## config.mk

```make
export PLATFORM = sky130hd
export DESIGN_NAME = pmod1553_phy_if
export DESIGN_NICKNAME = d
export VERILOG_FILES = /design/src/rtl/pmod1553_phy_pkg.sv /design/src/rtl/pmod1553_rx_filter.sv /design/src/rtl/pmod1553_phy_if.sv
export SDC_FILE = /design/constraint.sdc
export NUM_CORES = 1
export LEC_CHECK = 0
export CAP_MARGIN = 20
export CORE_UTILIZATION = 46
export DETAILED_ROUTE_END_ITERATION = 7
export GPL_TIMING_DRIVEN = 0
export PLACE_DENSITY = 0.84
export SYNTH_ARGS = -nofsm -noshare
export SYNTH_HDL_FRONTEND = slang
export SYNTH_HIERARCHICAL = 1
export SYNTH_SLANG_ARGS = --single-unit
```

## constraint.sdc

```tcl
create_clock -name clk -period 1.6 [get_ports clk]
set_input_delay 0.32 -clock clk [delete_from_list [all_inputs] [get_ports clk]]
set_output_delay 0.32 -clock clk [all_outputs]
set_load 0.03 [all_outputs]
```

## src/rtl/pmod1553_phy_pkg.sv

```systemverilog
// Shared types, default parameter values and counter sizing helper for the
// PMOD 1553 physical-layer conditioning block.
package pmod1553_phy_pkg;

    typedef enum logic [1:0] {
        ST_IDLE  = 2'd0,
        ST_TX    = 2'd1,
        ST_GUARD = 2'd2
    } tx_state_e;

    localparam int DEF_CHANNELS      = 1;
    localparam int DEF_SYNC_STAGES   = 2;
    localparam int DEF_FILTER_LEN    = 3;
    localparam int DEF_GUARD_CYCLES  = 12;
    localparam bit DEF_ECHO_SUPPRESS = 1'b1;

    // Bits needed to hold values 0..max_count.
    function automatic int cnt_width(input int max_count);
        return (max_count < 1) ? 1 : $clog2(max_count + 1);
    endfunction

endpackage

```

## src/rtl/pmod1553_rx_filter.sv

```systemverilog
// Single-bit receive conditioner: multi-flop synchroniser followed by a
// stability filter that only follows FILTER_LEN consecutive differing samples.
module pmod1553_rx_filter
    import pmod1553_phy_pkg::*;
#(
    parameter int SYNC_STAGES = DEF_SYNC_STAGES,
    parameter int FILTER_LEN  = DEF_FILTER_LEN
) (
    input  logic clk,
    input  logic reset,
    input  logic din,
    output logic dout
);

    localparam int CW = cnt_width(FILTER_LEN);
    localparam logic [CW-1:0] CNT_LAST = CW'(FILTER_LEN - 1);

    logic [SYNC_STAGES-1:0] sync_reg;
    logic [CW-1:0]          cnt_reg, cnt_next;
    logic                   dout_reg, dout_next;
    logic                   sample;

    assign sample = sync_reg[SYNC_STAGES-1];
    assign dout   = dout_reg;

    // Any sample matching the current output restarts the run count.
    always_comb begin
        cnt_next  = '0;
        dout_next = dout_reg;
        if (sample != dout_reg) begin
            if (cnt_reg == CNT_LAST) begin
                dout_next = sample;
            end else begin
                cnt_next = cnt_reg + CW'(1);
            end
        end
    end

    always_ff @(posedge clk or posedge reset) begin
        if (reset) begin
            sync_reg <= '0;
            cnt_reg  <= '0;
            dout_reg <= 1'b0;
        end else begin
            sync_reg <= {sync_reg[SYNC_STAGES-2:0], din};
            cnt_reg  <= cnt_next;
            dout_reg <= dout_next;
        end
    end

endmodule

```

## src/rtl/pmod1553_phy_if.sv

```systemverilog
// N-channel conditioning between 1553 codecs and PMOD transceiver pins:
// filtered RX, sequenced/protected TX, loopback and echo suppression.
module pmod1553_phy_if
    import pmod1553_phy_pkg::*;
#(
    parameter int CHANNELS      = DEF_CHANNELS,
    parameter int SYNC_STAGES   = DEF_SYNC_STAGES,
    parameter int FILTER_LEN    = DEF_FILTER_LEN,
    parameter int GUARD_CYCLES  = DEF_GUARD_CYCLES,
    parameter bit ECHO_SUPPRESS = DEF_ECHO_SUPPRESS
) (
    input  logic                clk,
    input  logic                reset,
    input  logic [CHANNELS-1:0] rx_p_i,
    input  logic [CHANNELS-1:0] rx_n_i,
    output logic [CHANNELS-1:0] tx_p_o,
    output logic [CHANNELS-1:0] tx_n_o,
    output logic [CHANNELS-1:0] tx_inh_o,
    input  logic [CHANNELS-1:0] tx_p_i,
    input  logic [CHANNELS-1:0] tx_n_i,
    input  logic [CHANNELS-1:0] tx_en_i,
    output logic [CHANNELS-1:0] rx_p_o,
    output logic [CHANNELS-1:0] rx_n_o,
    output logic [CHANNELS-1:0] busy_o,
    input  logic                loopback_i,
    input  logic                err_clr_i,
    output logic [CHANNELS-1:0] err_o
);

    localparam int GW = cnt_width(GUARD_CYCLES);
    localparam logic [GW-1:0] GUARD_LOAD = GW'(GUARD_CYCLES);

    // Loopback is applied one cycle after the request so a mid-frame change
    // never produces a partial-cycle glitch on the pins.
    logic loopback_reg;

    always_ff @(posedge clk or posedge reset) begin
        if (reset) begin
            loopback_reg <= 1'b0;
        end else begin
            loopback_reg <= loopback_i;
        end
    end

    genvar gi;
    generate
        for (gi = 0; gi < CHANNELS; gi++) begin : g_ch
            tx_state_e     state_reg, state_next;
            logic [GW-1:0] guard_reg, guard_next;
            logic          drv_p_reg, drv_p_next;
            logic          drv_n_reg, drv_n_next;
            logic          err_reg, err_next;
            logic          illegal;
            logic          filt_p, filt_n;
            logic          rx_src_p, rx_src_n;
            logic          suppress;

            always_comb begin
                state_next = state_reg;
                guard_next = guard_reg;
                case (state_reg)
                    ST_IDLE: begin
                        if (tx_en_i[gi]) state_next = ST_TX;
                    end
                    ST_TX: begin
                        if (!tx_en_i[gi]) begin
                            state_next = ST_GUARD;
                            guard_next = GUARD_LOAD;
                        end
                    end
                    ST_GUARD: begin
                        // Enable is only honoured on the final guard cycle.
                        if (guard_reg <= GW'(1)) begin
                            state_next = tx_en_i[gi] ? ST_TX : ST_IDLE;
                            guard_next = '0;
                        end else begin
                            guard_next = guard_reg - GW'(1);
                        end
                    end
                    default: begin
                        state_next = ST_IDLE;
                        guard_next = '0;
                    end
                endcase

                // Drive registers only carry data into a TX cycle; an illegal
                // pair collapses to idle-low and flags the channel.
                illegal    = (state_next == ST_TX) && tx_p_i[gi] && tx_n_i[gi];
                drv_p_next = (state_next == ST_TX) && tx_p_i[gi] && !tx_n_i[gi];
                drv_n_next = (state_next == ST_TX) && tx_n_i[gi] && !tx_p_i[gi];
                err_next   = illegal || (err_reg && !err_clr_i);
            end

            always_ff @(posedge clk or posedge reset) begin
                if (reset) begin
                    state_reg <= ST_IDLE;
                    guard_reg <= '0;
                    drv_p_reg <= 1'b0;
                    drv_n_reg <= 1'b0;
                    err_reg   <= 1'b0;
                end else begin
                    state_reg <= state_next;
                    guard_reg <= guard_next;
                    drv_p_reg <= drv_p_next;
                    drv_n_reg <= drv_n_next;
                    err_reg   <= err_next;
                end
            end

            assign tx_p_o[gi]   = drv_p_reg && (state_reg == ST_TX) && !loopback_reg;
            assign tx_n_o[gi]   = drv_n_reg && (state_reg == ST_TX) && !loopback_reg;
            assign tx_inh_o[gi] = (state_reg == ST_IDLE) || loopback_reg;
            assign busy_o[gi]   = (state_reg != ST_IDLE);
            assign err_o[gi]    = err_reg;

            assign rx_src_p = loopback_reg ? drv_p_reg : rx_p_i[gi];
            assign rx_src_n = loopback_reg ? drv_n_reg : rx_n_i[gi];

            pmod1553_rx_filter #(
                .SYNC_STAGES (SYNC_STAGES),
                .FILTER_LEN  (FILTER_LEN)
            ) u_filt_p (
                .clk   (clk),
                .reset (reset),
                .din   (rx_src_p),
                .dout  (filt_p)
            );

            pmod1553_rx_filter #(
                .SYNC_STAGES (SYNC_STAGES),
                .FILTER_LEN  (FILTER_LEN)
            ) u_filt_n (
                .clk   (clk),
                .reset (reset),
                .din   (rx_src_n),
                .dout  (filt_n)
            );

            assign suppress    = ECHO_SUPPRESS && busy_o[gi] && !loopback_reg;
            assign rx_p_o[gi]  = filt_p && !suppress;
            assign rx_n_o[gi]  = filt_n && !suppress;
        end
    endgenerate

endmodule
```

==> flow_metrics.env, run 1 <==
export IMPL_status="finished with violations"
export IMPL_violations="setup timing"
export IMPL_io_pins=16
export IMPL_yosys_top_cells_area="dfrtp_1 (50%), ha_1 (7.4%), inv_1 (4.8%), nand2_1 (3.3%), mux2_4 (3.0%)"
export IMPL_peakVddDrop_mv=1.05
export IMPL_finalClockSkew_ns=0.00332
export IMPL_hold_viol=0
export IMPL_pwr_share_seq_pct=35.2
export IMPL_clk_pin_slew_ns=0.10
export IMPL_finalNonFillerCells=142
export IMPL_ant_nets=0
export IMPL_leakagePower_uw=0.000601
export IMPL_busiest_layer="met2"
export IMPL_grt_usage_pct=19.2
export IMPL_cts_root_buf="clkbuf_4"
export IMPL_cts_buffers=3
export IMPL_final_nets=132
export IMPL_ys_flop_type="dfrtp_1"
export IMPL_dpl_cell_area_sq_um=1230
export IMPL_grtUsageMet1_pct=22.0
export IMPL_place_hpwl_microns=1470
export IMPL_dpl_cell_count=133
export IMPL_core_area_sq_um=2020
export IMPL_cts_tree="yes"
export IMPL_layout_drive_gt1_share_pct=36.5
export IMPL_switching_share_pct=41.3
export IMPL_areaGrowthSynthToFinish_pct=32.3
export IMPL_finalSetupViolCount=8
export IMPL_use_met2_pct=34.7
export IMPL_ys_ff_latch=20
export IMPL_min_period_ns=1.76
export IMPL_yosysTopAreaCell="dfrtp_1"
export IMPL_yosysMostFrequentCell="dfrtp_1"
export IMPL_io_buffer_count=15
export IMPL_crit_fanout=4
export IMPL_holdCritPathClass="in2async"
export IMPL_syn_area_sq_um=1010
export IMPL_dieArea_sq_um=2390
export IMPL_finalWirelength_microns=2010
export IMPL_grt_overflow_total=0
export IMPL_drtPass1Iterations=4
export IMPL_synth_cell_types=30
export IMPL_max_cap_viol_count=0
export IMPL_worstMarginPinSlew_ns=0.378
export IMPL_fin_area_sq_um=1340
export IMPL_grt_pass1_vias=806
export IMPL_p_sw_uw=979
export IMPL_diodes=0
export IMPL_avgRoutedWirePerCell_microns=14.1
export IMPL_holdBufCountCts=0
export IMPL_vias=771
export IMPL_synth_top_cell_area_share_pct=49.5
export IMPL_initial_utilization_pct=50.0
export IMPL_critical_path_class="reg2reg"
export IMPL_crit_path_end_kind="register"
export IMPL_grt_max_degree=11
export IMPL_yosysSeqAreaShare_pct=49.5
export IMPL_worstPathArrival_ns=1.97
export IMPL_power_frac_comb_pct=55.3
export IMPL_antenna_found_initial=0
export IMPL_cp_start_kind="register"
export IMPL_worst_slack_ns=-0.162
export IMPL_synth_nets=106
export IMPL_h_tree_depth=1
export IMPL_slew_viol_final=0
export IMPL_postSynthCellCount=91
export IMPL_gp_congestion=0.860
export IMPL_syn_area_per_cell_sq_um=11.1
export IMPL_clockBufferDepth=2
export IMPL_tns_ns=-1.08
export IMPL_drc=0
export IMPL_die_y_microns=48.9
export IMPL_yosys_top_cells_count="dfrtp_1 (20), inv_1 (13), nand2_1 (9)"
export IMPL_power_total_uw=2370
export IMPL_rsz0062_at_grt="true"
export IMPL_grt_first_pass_wirelength_microns=3390
export IMPL_internal_power_uw=1390
export IMPL_clk_latency_ns=0.29
export IMPL_cts_sinks=20
export IMPL_use_met3_pct=4.67
export IMPL_clkPwrFrac_pct=9.4
export IMPL_yosysWarningCount=6
export IMPL_via_per_inst=5.43
export IMPL_fmax_mhz=567
export IMPL_required_ns=1.81
export IMPL_place_ws_ns=-0.530
export IMPL_rows=16
export IMPL_synth_edf_count=0
export IMPL_largest_reg_flops=4
export IMPL_drt_iter0_drc=9
export IMPL_relSlewSlack_pct=74.4
export IMPL_power_density_nw_per_um2=1770
export IMPL_final_period_utilization_pct=110
export IMPL_synth_async_reset_ratio_pct=100
export IMPL_die_w_microns=48.9
[logic make-up (layout without fill, tap and decap cells)]
group,Yosys count,count (layout),synth area share [%]
mux,4,4,5.20
simple gates,27,27,17.1
fa+ha+maj,6,6,7.43
xor+xnor,2,2,1.73
flops,20,20,49.5
compound gates,19,19,14.2
buf+inv,13,37,4.83
[layout by cell type, fill, tap and decap left out, types with 3 or more instances in the layout]
master,Yosys,layout
clkdlybuf4s50_1,0,8
ha_4,0,3
buf_6,0,4
clkbuf_4,0,3
o311ai_1,2,3
inv_1,13,9
dfrtp_1,20,19
nor3_1,3,3
buf_4,0,6
nand2_1,9,8
inv_2,0,4
o21ai_0,5,5
[per-stage QoR]
stage / hold slack (ns) / util, %
6_report: 0.275 / 66.2
5_1_grt: 0.298 / 66.2
4_1_cts: 0.266 / 63.3
3_5_place_dp: 0.339 / 60.6
3_3_place_gp: 0.332 / 60.6
2_1_floorplan: 0.0985 / -
[what timing repair did]
| action | CTS | global route |
|---|---|---|
| gates resized for setup | 44 | 10 |
| setup endpoints to repair | 12 | 13 |
| buffers inserted | 2 | 4 |
| pin swaps | 5 | 1 |
[final timing paths]
check / slack (ns) / startpoint / endpoint / depth (start not counted)
hold reg to reg: 0.36 / g_ch[0].u_filt_p/sync_reg[0] / g_ch[0].u_filt_p/sync_reg[1] / 0
setup / recovery: -0.16 / g_ch[0].state_reg[0] / g_ch[0].drv_n_reg / 6
hold / removal: 0.28 / reset / g_ch[0].u_filt_n/sync_reg[0] / 2
max in group asynchronous: 0.95 / reset / g_ch[0].state_reg[1] / 2
min in group clk: 0.36 / g_ch[0].u_filt_p/sync_reg[0] / g_ch[0].u_filt_p/sync_reg[1] / 0
setup reg to reg: -0.16 / g_ch[0].state_reg[0] / g_ch[0].drv_n_reg / 6
[final cells by class]
class                           count  area (sq um)
Clock buffer                        3          22.5
Fill cell                         158           684
Inverter                           13          48.8
Multi-Input combinational cell     58           542
Sequential cell                    20           502
Tap cell                           27          33.8
Timing Repair Buffer               21           189
[critical path, stage by stage, from the launching register on]
cell,delay [ns]
dfrtp_1,0.41
inv_2,0.12
ha_4,0.16
nand2_2,0.04
or4_4,0.48
a31o_4,0.26
nor4b_2,0.21
[power groups by stage]
stage / Sequential (uW) / Combinational [uW] / Clock [uW]
6_report: 834 / 1310 / 224
5_1_grt: 857 / 1420 / 258
4_1_cts: 826 / 1170 / 234
3_5_place_dp: 853 / 1060 / 0
3_3_place_gp: 838 / 1030 / 0
2_1_floorplan: 834 / 769 / 0
[per-layer routing]
layer / vias up / part of all wire (%)
met5: - / 0
met2: 17 / 55
met3: 3 / 3.1
li1: 369 / -
met1: 382 / 41
met4: 0 / 0.70
No activity file was read; power rests on OpenSTA's default activity.
==> run 2, diff against run 1 <==
CELL_PAD_IN_SITES_DETAIL_PLACEMENT = 1   (was unset)
CELL_PAD_IN_SITES_GLOBAL_PLACEMENT = 1   (was unset)
CORE_UTILIZATION = 36   (was 46)
PLACE_DENSITY = 0.83   (was 0.84)
==> run 2 against run 1 <==
Critical endpoint is now rx_n_o; clock skew down 0.0012 ns; clock-buffer cell count stayed put; non-clock buffer count rose by 5; the run still ends with setup timing left.
==> flow_metrics.env, run 2 (synthesis gave the netlist of run 1 again) <==
export IMPL_worstMarginPinSlew_ns=0.402
export IMPL_cts_sinks=20
export IMPL_holdCritPathClass="in2async"
export IMPL_io_buffer_count=15
export IMPL_rsz0062_at_grt="true"
export IMPL_tns_ns=-1.46
export IMPL_final_period_utilization_pct=114
export IMPL_r2r_cells=7
export IMPL_final_cell_mix="dfrtp_1 (19), buf_4 (11), inv_1 (9)"
export IMPL_grt_overflow_total=0
export IMPL_cpPeakStageDelay_ns=0.41
export IMPL_relSlewSlack_pct=73.2
export IMPL_io_pins=16
export IMPL_worst_slack_ns=-0.225
export IMPL_holdWs_ns=0.255
export IMPL_power_density_nw_per_um2=1920
export IMPL_leakagePower_uw=0.000656
export IMPL_largest_reg_flops=4
export IMPL_avgRoutedWirePerCell_microns=16.0
export IMPL_grt_max_degree=13
export IMPL_finalSetupViolCount=9
export IMPL_rows=18
export IMPL_peakVddDrop_mv=1.26
export IMPL_drtPass1Iterations=4
export IMPL_place_hpwl_microns=1710
export IMPL_crit_family="flip-flops"
export IMPL_regToRegSetupSlack_ns=-0.20
export IMPL_die_y_microns=55.0
export IMPL_violations="setup timing"
export IMPL_initial_utilization_pct=39.4
export IMPL_slew_viol_final=0
export IMPL_core_area_sq_um=2570
export IMPL_fmax_mhz=548
export IMPL_gp_congestion=0.728
export IMPL_drc=0
export IMPL_status="finished with violations"
export IMPL_required_ns=1.28
export IMPL_critical_path_class="reg2out"
export IMPL_cts_buffers=3
export IMPL_postLayoutCoreUtil_pct=56.9
export IMPL_cts_root_buf="clkbuf_4"
export IMPL_via_per_inst=5.36
export IMPL_final_nets=137
export IMPL_clk_pin_slew_ns=0.12
export IMPL_final_common_cell="dfrtp_1"
export IMPL_areaGrowthSynthToFinish_pct=44.4
export IMPL_crit_path_end_kind="output port"
export IMPL_grt_pass1_vias=789
export IMPL_grt_usage_pct=17.6
export IMPL_h_tree_depth=1
export IMPL_vias=809
export IMPL_r2r_start="g_ch[0].state_reg[0]"
export IMPL_die_w_microns=55.0
export IMPL_drt_iter0_drc=5
export IMPL_finalWirelength_microns=2420
export IMPL_cts_tree="yes"
export IMPL_ant_nets=0
export IMPL_hold_viol=0
export IMPL_worstPathCellList="inv_2 -> ha_4 -> or2_4 -> and2_4 -> buf_6"
export IMPL_diodes=0
export IMPL_clockBufferDepth=2
export IMPL_max_cap_viol_count=0
export IMPL_r2r_end="g_ch[0].drv_n_reg"
export IMPL_grt_first_pass_wirelength_microns=3620
export IMPL_antenna_found_initial=0
export IMPL_power_total_uw=2800
export IMPL_crit_fanout=4
export IMPL_crit_path_top_delay_cell="dfrtp_1"
export IMPL_dieArea_sq_um=3020
export IMPL_min_period_ns=1.82
export IMPL_worstPathArrival_ns=1.50
export IMPL_finalClockSkew_ns=0.00209
export IMPL_cp_start_kind="register"
export IMPL_layout_drive_gt1_share_pct=39.7
export IMPL_path_buf_inv=2
export IMPL_clk_latency_ns=0.31
-- run 2: timing repair --
action,CTS,global route
endpoints found under the setup margin,14,12
resized for setup,53,6
pin swaps,7,0
hold buffers,0,0
buffers inserted,8,3
-- run 2: per-stage QoR --
step	std cells	setup slack (ns)	area (sq um)
2_1_floorplan	91	-0.0943	1040
3_3_place_gp	136	-0.504	1230
3_5_place_dp	136	-0.547	1230
4_1_cts	148	-0.225	1400
5_1_grt	151	-0.282	1460
6_report	151	-0.225	1460
-- run 2: where the power goes --
group | internal [uW] | switching [uW] | total [uW]
Combinational | 773 | 764 | 1540
Sequential | 668 | 172 | 841
Clock | 253 | 171 | 425
Total | 1690 | 1110 | 2800
-- run 2: layer usage --
layer / global-route usage [%] / wire, microns
met1: 18.8 / 969
met2: 33.7 / 1350
met3: 5.74 / 87
met4: 2.50 / 12
met5: 0 / 0
-- run 2: worst max-delay path by stage --
stage | endpoint | depth (start not counted) | startpoint
after floorplan | g_ch[0].drv_n_reg | 6 | g_ch[0].state_reg[0]
after global placement | rx_p_o | 5 | g_ch[0].state_reg[1]
after detailed placement | rx_n_o | 5 | g_ch[0].state_reg[1]
after CTS | rx_n_o | 5 | g_ch[0].state_reg[0]
after global routing | rx_n_o | 5 | g_ch[0].state_reg[0]
final | rx_n_o | 5 | g_ch[0].state_reg[0]
-- run 2: cell type report --
cell class | instances | area [sq um]
timing repair buffer | 26 | 241
fill | 279 | 1110
multi-input combinational | 58 | 578
tap | 30 | 37.5
clock buffer | 3 | 22.5
inverter | 13 | 48.8
clock inverter | 1 | 30.0
sequential | 20 | 502
